`src/rtl/mem_port_arbiter.sv`:
```
// rtl/mem_port_arbiter.sv - shares the byte-wide RAM port between IF refills and MEM loads/stores
module mem_port_arbiter #(
    parameter int ADDR_W = 32,
    parameter int DATA_W = 32
) (
    input  logic              clk,
    input  logic              rst,
    input  logic              if_req,
    input  logic [ADDR_W-1:0] if_addr,
    output logic [DATA_W-1:0] if_data,
    output logic              if_done,
    input  logic              mem_req,
    input  logic              mem_we,
    input  logic [1:0]        mem_width,
    input  logic [ADDR_W-1:0] mem_addr,
    input  logic [DATA_W-1:0] mem_wdata,
    output logic [DATA_W-1:0] mem_rdata,
    output logic              mem_done,
    output logic [ADDR_W-1:0] ram_addr,
    output logic              ram_wr,
    output logic [7:0]        ram_dout,
    input  logic [7:0]        ram_din,
    output logic              busy
);

    localparam logic [1:0] S_IDLE  = 2'd0;
    localparam logic [1:0] S_READ  = 2'd1;
    localparam logic [1:0] S_WRITE = 2'd2;
    localparam logic [1:0] S_DONE  = 2'd3;

    logic [1:0]        state;
    logic              gnt_mem;
    logic              last_mem;
    logic [2:0]        nbytes;
    logic [2:0]        step;
    logic [DATA_W-1:0] wbuf;
    logic [DATA_W-1:0] rbuf;
    logic [DATA_W-1:0] rd_merged;
    logic [1:0]        byte_sel;
    logic [2:0]        mem_n;
    logic              mem_win;
    logic              gnt_req;

    // MEM wins unless it was the last one served while IF is also waiting.
    assign mem_win = mem_req & (~if_req | ~last_mem);
    assign mem_n   = (mem_width == 2'd0) ? 3'd1 : (mem_width == 2'd1) ? 3'd2 : 3'd4;
    assign gnt_req = gnt_mem ? mem_req : if_req;

    // In READ, step k (k>=1) captures byte k-1; step 4 wraps to byte 3.
    assign byte_sel = step[1:0] - 2'd1;

    always_comb begin
        rd_merged = rbuf;
        if (step != 3'd0) begin
            rd_merged[{byte_sel, 3'b000} +: 8] = ram_din;
        end
    end

    always_ff @(posedge clk or negedge rst) begin
        if (!rst) begin
            state     <= S_IDLE;
            gnt_mem   <= 1'b0;
            last_mem  <= 1'b0;
            nbytes    <= 3'd0;
            step      <= 3'd0;
            wbuf      <= '0;
            rbuf      <= '0;
            if_data   <= '0;
            if_done   <= 1'b0;
            mem_rdata <= '0;
            mem_done  <= 1'b0;
            ram_addr  <= '0;
            ram_wr    <= 1'b0;
            ram_dout  <= 8'h00;
            busy      <= 1'b0;
        end else begin
            case (state)
                S_IDLE: begin
                    if (mem_req || if_req) begin
                        busy <= 1'b1;
                        step <= 3'd0;
                        rbuf <= '0;
                        if (mem_win) begin
                            gnt_mem  <= 1'b1;
                            last_mem <= 1'b1;
                            nbytes   <= mem_n;
                            ram_addr <= mem_addr;
                            wbuf     <= mem_wdata;
                            ram_dout <= mem_wdata[7:0];
                            ram_wr   <= mem_we;
                            state    <= mem_we ? S_WRITE : S_READ;
                        end else begin
                            gnt_mem  <= 1'b0;
                            last_mem <= 1'b0;
                            nbytes   <= 3'd4;
                            ram_addr <= if_addr;
                            ram_wr   <= 1'b0;
                            state    <= S_READ;
                        end
                    end
                end
                S_READ: begin
                    if (!gnt_req) begin
                        state <= S_IDLE;
                        busy  <= 1'b0;
                    end else begin
                        rbuf <= rd_merged;
                        step <= step + 3'd1;
                        if (step + 3'd1 < nbytes) begin
                            ram_addr <= ram_addr + ADDR_W'(1);
                        end
                        if (step == nbytes) begin
                            state <= S_DONE;
                            if (gnt_mem) begin
                                mem_done  <= 1'b1;
                                mem_rdata <= rd_merged;
                            end else begin
                                if_done <= 1'b1;
                                if_data <= rd_merged;
                            end
                        end
                    end
                end
                S_WRITE: begin
                    step <= step + 3'd1;
                    if (step + 3'd1 == nbytes) begin
                        ram_wr   <= 1'b0;
                        mem_done <= 1'b1;
                        state    <= S_DONE;
                    end else begin
                        ram_addr <= ram_addr + ADDR_W'(1);
                        ram_dout <= wbuf[15:8];
                        wbuf     <= {8'h00, wbuf[DATA_W-1:8]};
                    end
                end
                default: begin
                    if_done  <= 1'b0;
                    mem_done <= 1'b0;
                    busy     <= 1'b0;
                    state    <= S_IDLE;
                end
            endcase
        end
    end

endmodule

```
`config.mk`:
```
export PLATFORM = sky130hd
export DESIGN_NAME = mem_port_arbiter
export DESIGN_NICKNAME = d
export VERILOG_FILES = /design/src/rtl/mem_port_arbiter.sv
export SDC_FILE = /design/constraint.sdc
export NUM_CORES = 1
export LEC_CHECK = 0
export ABC_CLOCK_PERIOD_IN_PS = 3100
export CAP_MARGIN = 10
export CORE_ASPECT_RATIO = 0.5
export CORE_MARGIN = 4
export CORE_UTILIZATION = 34
export CTS_CLUSTER_DIAMETER = 50
export CTS_CLUSTER_SIZE = 20
export DETAILED_ROUTE_END_ITERATION = 7
export HOLD_SLACK_MARGIN = 0.15
export PLACE_DENSITY_LB_ADDON = 0.25
export SYNTH_ARGS = -nofsm -noshare
export SYNTH_HDL_FRONTEND = slang
export SYNTH_SLANG_ARGS = --single-unit
```
`constraint.sdc`:
```
create_clock -name clk -period 3.1 [get_ports clk]
set_input_delay 0.62 -clock clk [delete_from_list [all_inputs] [get_ports clk]]
set_output_delay 0.62 -clock clk [all_outputs]
set_load 0.005 [all_outputs]
```
# Word level (Yosys, flattened, before mapping)

Cells that the tools add are included.
Widths: inputs -> output; s select.

Shift operators: 2
Bitwise logic cells: 7
Eq/ne operators: 16
Add/sub/neg operators: 4
Reductions and logical operators: 20
Order comparisons: 1
Mux-type cells: 50

Operator list:

| kind                   | number |
|---|---|
| $mux 32                | 11 |
| $pmux 32 s2            | 2 |
| $pmux 32 s3            | 1 |
| $add 32x1->32 const B  | 1 |
| $bwmux 32              | 1 |
| $shift 8x7->32 const A | 1 |
| $shiftx 8x7->32        | 1 |
| $mux 8                 | 3 |
| $ne 2x2->1 const B     | 10 |
| $pmux 8 s2             | 1 |
| $reduce_and 4->1       | 4 |
| $mux 3                 | 5 |
| $reduce_and 3->1       | 5 |
| $mux 1                 | 14 |
| $mux 2                 | 6 |
| $reduce_and 5->1       | 2 |
| $pmux 3 s3             | 1 |
| $neg 5->7              | 1 |
| $eq 3x3->1             | 2 |
| $pmux 1 s3             | 2 |
| $pmux 2 s3             | 1 |
| $reduce_bool 3->1      | 2 |
| $not 1->1              | 5 |
| $eq 2x1->1 const B     | 2 |
| other kinds (13)       | 16 |

Output and inout bits: 108
Logic and storage cells: 114
Flip-flop bits (word level): 181

# Depth between registers and ports, before layout

Depth after elaboration: 7
Mapped depth: 11
Gate-level depth less buffers: 9

# Least setup slack after synthesis

Ideal clock, no wire load.

Kind: reg2reg
Start: reg step[0]
End: reg ram_addr[25]
Arrival: 2.770 ns
Clock period less this slack: 2.907 ns
Path slack: 0.193 ns
Stages on the path, launching flop included: 10
Buffers on the path: 1
Cells stage by stage: dfrtp_1 inv_1 ha_1 ha_1 nand3_1 nor2_1 or4_4 buf_2 a2111oi_0 nor3_1

Longest elaborated chain between the ends: 4

Ends and longest elaborated chain:

| what                                     | line     | source |
|---|---|---|
| start, declared                          | 35       | `logic [2:0] step;` |
| start signal, assigned                   | 108      | `step <= step + 3'd1;` |
| start signal, assigned                   | 125      | `step <= step + 3'd1;` |
| $add 3x1->3 (*)                          | 109, 126 |  |
| $lt 3x3->1 or $eq 3x3->1 (tied branches) | 109, 126 |  |
| $ne 2x2->1 (no line)                     | --       |  |
| $reduce_and 5->1 (no line) (*)           | --       |  |
| end signal, assigned                     | 96       | `ram_addr <= if_addr;` |
| end signal, assigned                     | 110      | `ram_addr <= ram_addr + ADDR_W'(1);` |
| end signal, assigned                     | 131      | `ram_addr <= ram_addr + ADDR_W'(1);` |
| end, declared                            | 19       | `output logic [ADDR_W-1:0] ram_addr,` |

Mark *: on every way between the ends. The rest lies on a longest branch, timed or not.
A chain may end at the register's enable or synchronous reset.

# Worst setup path in the final report

Start: reg step[1]
End: reg ram_addr[29]

The elaborated chain is that of the path after synthesis.

==> out/results.tsv <==
metric	value	unit
Leak	4.85	nW
Synth top cells by count	173 x dfrtp_1, 95 x nor2_1, 73 x nand2_1	
Ant. Diodes	0	
max incr delay on CP	0.71	ns
switching fraction of total power	0.398	
pre-CTS setup slack	0.178	ns
final WL	27.2	mm
DRC marker count from the first detailed-route iteration	520	
post-synthesis sequential area ratio	0.493	
DIE AREA	28600	µm²
Placeable Area	25300	µm²
CP Max Fanout	16	
CP Data Arrival Time	3.25	ns
drt pass-1 iters	5	
Slew headroom	0.439	
Post-CTS Hold Fix Bufs	0	
placed cell area	11300	µm²
Routed Antenna Nets	0	
CTS Root Cell	clkbuf_16	
number of enable flip-flop cells after synthesis	0	
Clk pwr share	0.204	
Worst Skew	0.0125	ns
status	finished, final reports clean	
RSZ-0062 raised after global routing	no	
Top FF cell, synth	dfrtp_1	
endpoints failing setup	0	
clk_lat worst skew	0.44	ns
Die W	235	µm
vias in the first global route	7579	
delay-heaviest family, CP	simple AND/OR/NAND/NOR gates	
die height	122	µm
Sink Count	173	
setup bufs post-CTS	0	
Clock Path Buffers	2	
initial core utilization	0.347	
switching power	0.00450	W
setup_tns	0	ns
CP dominant cell by count	ha_1	
combinational power share	0.462	
H-tree levels	4	
CTS tree	built	
PD cells	946	nW/µm²
largest net degree at the start of global routing	67	
Area contributors post-synth	dfrtp_1 49%, mux2i_1 4.9%, a22o_1 4.3%	
final hold vios	0	
met1 Use GR	0.247	
Max Clock Freq	340	MHz
DPL Wire Length	19.5	mm
CTS buffer count	17	
CP max-delay cell	or4_4	
num ports	219	
Routed wire per std cell	18.8	µm
leading area contributor after synthesis	dfrtp_1	
Cells after Synth	889	
Area Overhead vs Synth	36.0	%
worst hold slack	0.151	ns
initial antenna violation count	0	
cell with the most instances after synthesis	dfrtp_1	
syn nets	1014	
grt met2 use	0.315	
number of port buffers	218	
maximum vdd drop	0.406	mV
clk slew on worst S/H paths	0.07	ns
routability cong.	0.856	
cells along the critical path	inv_1 > ha_1 > ha_1 > nand2b_1 > a21oi_1 > or4_4 > buf_4 > a2111oi_0 > nor3b_1	
Syn Area/Cell	9.89	µm²
Rows	41	
#FFs+latches synth	173	
fin nets	1211	
Synthesis Warnings	0	
Tot GR Track Use	0.186	
grt total ovfl	0	
Reg power frac	0.334	
Worst EP required	3.41	ns
post-CTS resize count	0	
total of max-cap violations	0	
Top Usage Layer GRT	met2	
post-layout util	0.472	
first-pass GRT wire length	42.5	mm
Internal Power	0.00681	W
routing usage on met3	0.0396	
ys async rst share	1.00	
Buf+Inv Stages, Crit Path	2	
final period utilization	0.949	
kind of critical path	reg2reg	
routed vias/inst	5.33	
Startpoint Class	register	
Netlist Area Pre-Place	8790	µm²
post-synth top area share	0.493	
Synth cell types	63	
post-layout worst setup margin	0.158	ns
type of the worst min-delay path	in2async	
Slew Limit Fails	0	
fin area	12000	µm²
share of cells above drive strength 1	0.0955	
DR vias	7695	
DRC	0	
worst-margin pin slew	0.834	ns
Tmin final	2.94	ns
Worst Setup End Kind	register	
## final cells by class
class,count,area [µm²]
Sequential cell,173,4330
Timing Repair Buffer,248,2430
Fill cell,2368,13400
Tap cell,344,430
Inverter,13,48.8
Multi-Input combinational cell,633,4080
Clock buffer,18,429
Clock inverter,14,196
## logic make-up (layout without fill, tap and decap cells)
group,after synthesis,in the layout,synth area share
compound gates,286,286,0.218
xor+xnor,2,2,0.00199
fa+ha+maj,14,14,0.0199
buf+inv,84,293,0.0465
flops,173,173,0.493
mux,47,47,0.0541
simple gates,283,284,0.167
## sequential cells by signal, summed over array words and instances (netlist names)
signal and cells:
if_data 32, mem_rdata 32, wbuf 25, rbuf 32, step 3, state 2
ram_dout 7, last_mem 1, mem_done 1, ram_wr 1, if_done 1, ram_addr 32
nbytes 3, busy 1
## layout by cell type (no fill, tap or decap), types with 3 or more instances in the layout
cell type and count:
nor3b_1 3, clkdlybuf4s50_1 217, nor4_4 4, nor3_1 14, nor2_1 95, inv_6 6
and3_1 7, o21bai_1 4, bufinv_16 3, clkbuf_16 17, a211oi_1 9, ha_1 13
a22o_1 43, or2_2 8, inv_1 13, a2111oi_0 11, mux2_2 4, o21ai_1 3
buf_4 28, a22oi_1 38, nand3_1 16, a21o_1 4, mux2i_1 43, nand2b_1 10
o21ai_0 67, and2_1 13, nor4_1 6, a221oi_1 15, nand2_1 73, dfrtp_1 173
a31o_2 5, a21oi_1 68, o31ai_1 3, nand4_1 14
## per-layer routing
layer	vias up	wire [µm]
li1	3650	-
met1	3813	12000
met2	207	13600
met3	25	1330
met4	0	325
met5	-	0
## power groups by stage
stage	Combinational, W	Clock [W]	Sequential (W)
final	0.00522	0.00231	0.00378
after global routing	0.00577	0.00247	0.00389
after CTS	0.00522	0.00236	0.00377
after detailed placement	0.00520	0	0.00381
after global placement	0.00512	0	0.00377
after floorplan	0.00320	0	0.00361
## through the flow
stage                     cells  power (W)
final                      1443     0.0113
after global routing       1443     0.0121
after CTS                  1442     0.0114
after detailed placement   1410    0.00901
after global placement     1410    0.00889
after floorplan             889    0.00681
## worst paths after layout
check                                  from           end  slack [ns]  cells after the start
max in group asynchronous               rst   if_data[12]        2.01                      2
min in group clk                if_data[13]   if_data[13]        0.48                      2
worst max register to register      step[1]  ram_addr[29]        0.16                      9
worst min register to register  if_data[13]   if_data[13]        0.48                      2
worst min-delay path                    rst  ram_addr[18]        0.15                      1
worst max-delay path                step[1]  ram_addr[29]        0.16                      9
Power figures use the tool's default switching activity.
==> patch, RTL diff (config.mk and constraints unchanged) <==
The parameter `ADDR_W` goes from 32 to 28.
--- a/src/rtl/mem_port_arbiter.sv
+++ b/src/rtl/mem_port_arbiter.sv
@@ -1,6 +1,6 @@
 // rtl/mem_port_arbiter.sv - shares the byte-wide RAM port between IF refills and MEM loads/stores
 module mem_port_arbiter #(
-    parameter int ADDR_W = 32,
+    parameter int ADDR_W = 28,
     parameter int DATA_W = 32
 ) (
     input  logic              clk,
Ports: changed (resized if_addr, mem_addr and ram_addr); port bits go from 219 to 207. The function was not compared with the original's and may differ.
==> patch against the original RTL <==
Worst setup slack improved by 67 ps. Sequential share of layout area rose by 1.2 points. Largest power group unchanged. Sequential cell count fell by 4. First-iteration DRC count fell by 3.5%. Clock skew fell by 3.4 ps. Wire length fell by 7.8%. Synthesized area fell by 5.3%. Power fell by 5.5%. Largest cell class unchanged. Cell area fell by 5.5%. Critical path depth did not move.
==> patch: results (changes against the original RTL) <==
cp.arrival_ps: 3180  # was 3250 ps
cts_buffer_depth: 2  # unchanged
crit_fanout: 24  # was 16
ys_async_sr_fraction_pct: 100  # unchanged
synthTopCellsByArea: "dfrtp_1, o21ai_0, mux2i_1"  # was dfrtp_1, mux2i_1, a22o_1
port_buffers: 206  # was 218
place_congestion: 0.846  # was 0.856
ys_seq_area_share_pct: 50.8  # was 49.3%
grt_usage_pct: 18.1  # was 18.6%
cts_buffers: 17  # unchanged
synth-main-ff-cell: "dfrtp_1"  # unchanged
hold_path_class: "register to register"  # was input port to asynchronous set/reset pin
mappedNetlistNets: 966  # was 1014
layout-drive-gt1-share_pct: 7.10  # was 9.55%
grt_pass1_vias: 7148  # was 7579
antenna_cells: 0  # unchanged
grt_pass1_wl_mm: 39.6  # was 42.5 mm
antenna_found_initial: 0  # unchanged
drt_iter0_markers: 502  # was 520
dr.pass1.iters: 5  # unchanged
htree_levels: 4  # unchanged
p_leak_nw: 4.63  # was 4.85 nW
clock_latency_ps: 440  # about the same
cts_root_buffer: "clkbuf_16"  # unchanged
wl_per_cell_um: 18.5  # was 18.8 um
cts_setup_buffers: 0  # unchanged
ys_warn_count: 0  # unchanged
synth_cell_types: 59  # was 63
dpl.hpwl_mm: 17.6  # was 19.5 mm
ir_worst_vdd_mv: 0.490  # was 0.406 mV
vias_per_cell: 5.31  # was 5.33
reg_top3: "if_data x32, mem_rdata x32, rbuf x32"
synth.cells.most_frequent: "dfrtp_1, nand2_1, o21ai_0"  # was dfrtp_1, nor2_1, nand2_1
path_clk_slew_ps: 70  # about the same
clock-skew-final_ps: 9.12  # was 12.5 ps
grt_max_degree: 66  # was 67
slew_headroom_pct: 38.2  # was 43.9%
status: "complete, no violations"  # unchanged
nets: 1146  # was 1211
-- patch: where the power goes --
part           leakage, nW  internal, mW  switching [mW]
Sequential            2.18          2.93           0.658
Combinational         2.17          2.28            2.70
Clock                0.277          1.15           0.966
-- patch: final timing paths --
check	startpoint	end	slack [ps]	cells past startpoint
setup / recovery	step[1]	ram_addr[21]	220	9
hold / removal	if_data[13]	if_data[13]	470	2
max in group asynchronous	rst	ram_addr[7]	1570	3
min in group asynchronous	rst	if_data[15]	690	2
hold reg to reg	if_data[13]	if_data[13]	470	2
setup reg to reg	step[1]	ram_addr[21]	220	9
-- patch: stage by stage --
step / total power, mW / util, % / cells / instance area (sq um) / worst slack (ps)
floorplan: 6.44 / - / 849 / 8330 / 307
CTS: 10.7 / 46.9 / 1356 / 11300 / 51.7
finish: 10.7 / 47.0 / 1357 / 11300 / 225
global route: 11.5 / 47.0 / 1357 / 11300 / 17.2
global placement: 8.40 / 44.5 / 1323 / 10700 / 237
detailed placement: 8.53 / 44.5 / 1323 / 10700 / 92.1
-- patch: cell families after synthesis --
group           share of synthesized area (%)
simple gates                             16.4
flops                                    50.8
compound gates                           20.4
mux                                      5.77
xor+xnor                                0.210
fa+ha+maj                                2.10
buf+inv                                  4.33
-- patch: timing repair --
| action | in CTS | in global routing |
|---|---|---|
| endpoints found under the hold margin | 45 | 0 |
| hold buffers | 1 | 0 |
| resized for setup | 0 | 5 |
| setup endpoints to repair | 0 | 16 |
-- patch: area by class of cell --
| cell class | count | area [sq um] |
|---|---|---|
| Clock buffer | 19 | 443 |
| Multi-Input combinational cell | 601 | 3780 |
| Inverter | 11 | 41.3 |
| Fill cell | 2282 | 12700 |
| Timing Repair Buffer | 229 | 2280 |
| Sequential cell | 169 | 4230 |
| Clock inverter | 13 | 131 |
| Tap cell | 315 | 394 |
-- patch: per-layer routing --
metal  GRT usage [%]  part of all wire, %
met1            24.9                   47
met2            29.3                   48
met3            3.73                  4.3
met4            4.52                  1.2
met5               0                    0
-- patch: critical path, stage by stage, from the launching register on --
cell and delay (ps):
dfrtp_1 460, inv_1 120, ha_1 310, ha_1 290, nand2b_1 100, a21oi_2 120, or4_4 720, nor3_1 340
buf_4 190, a311oi_1 80
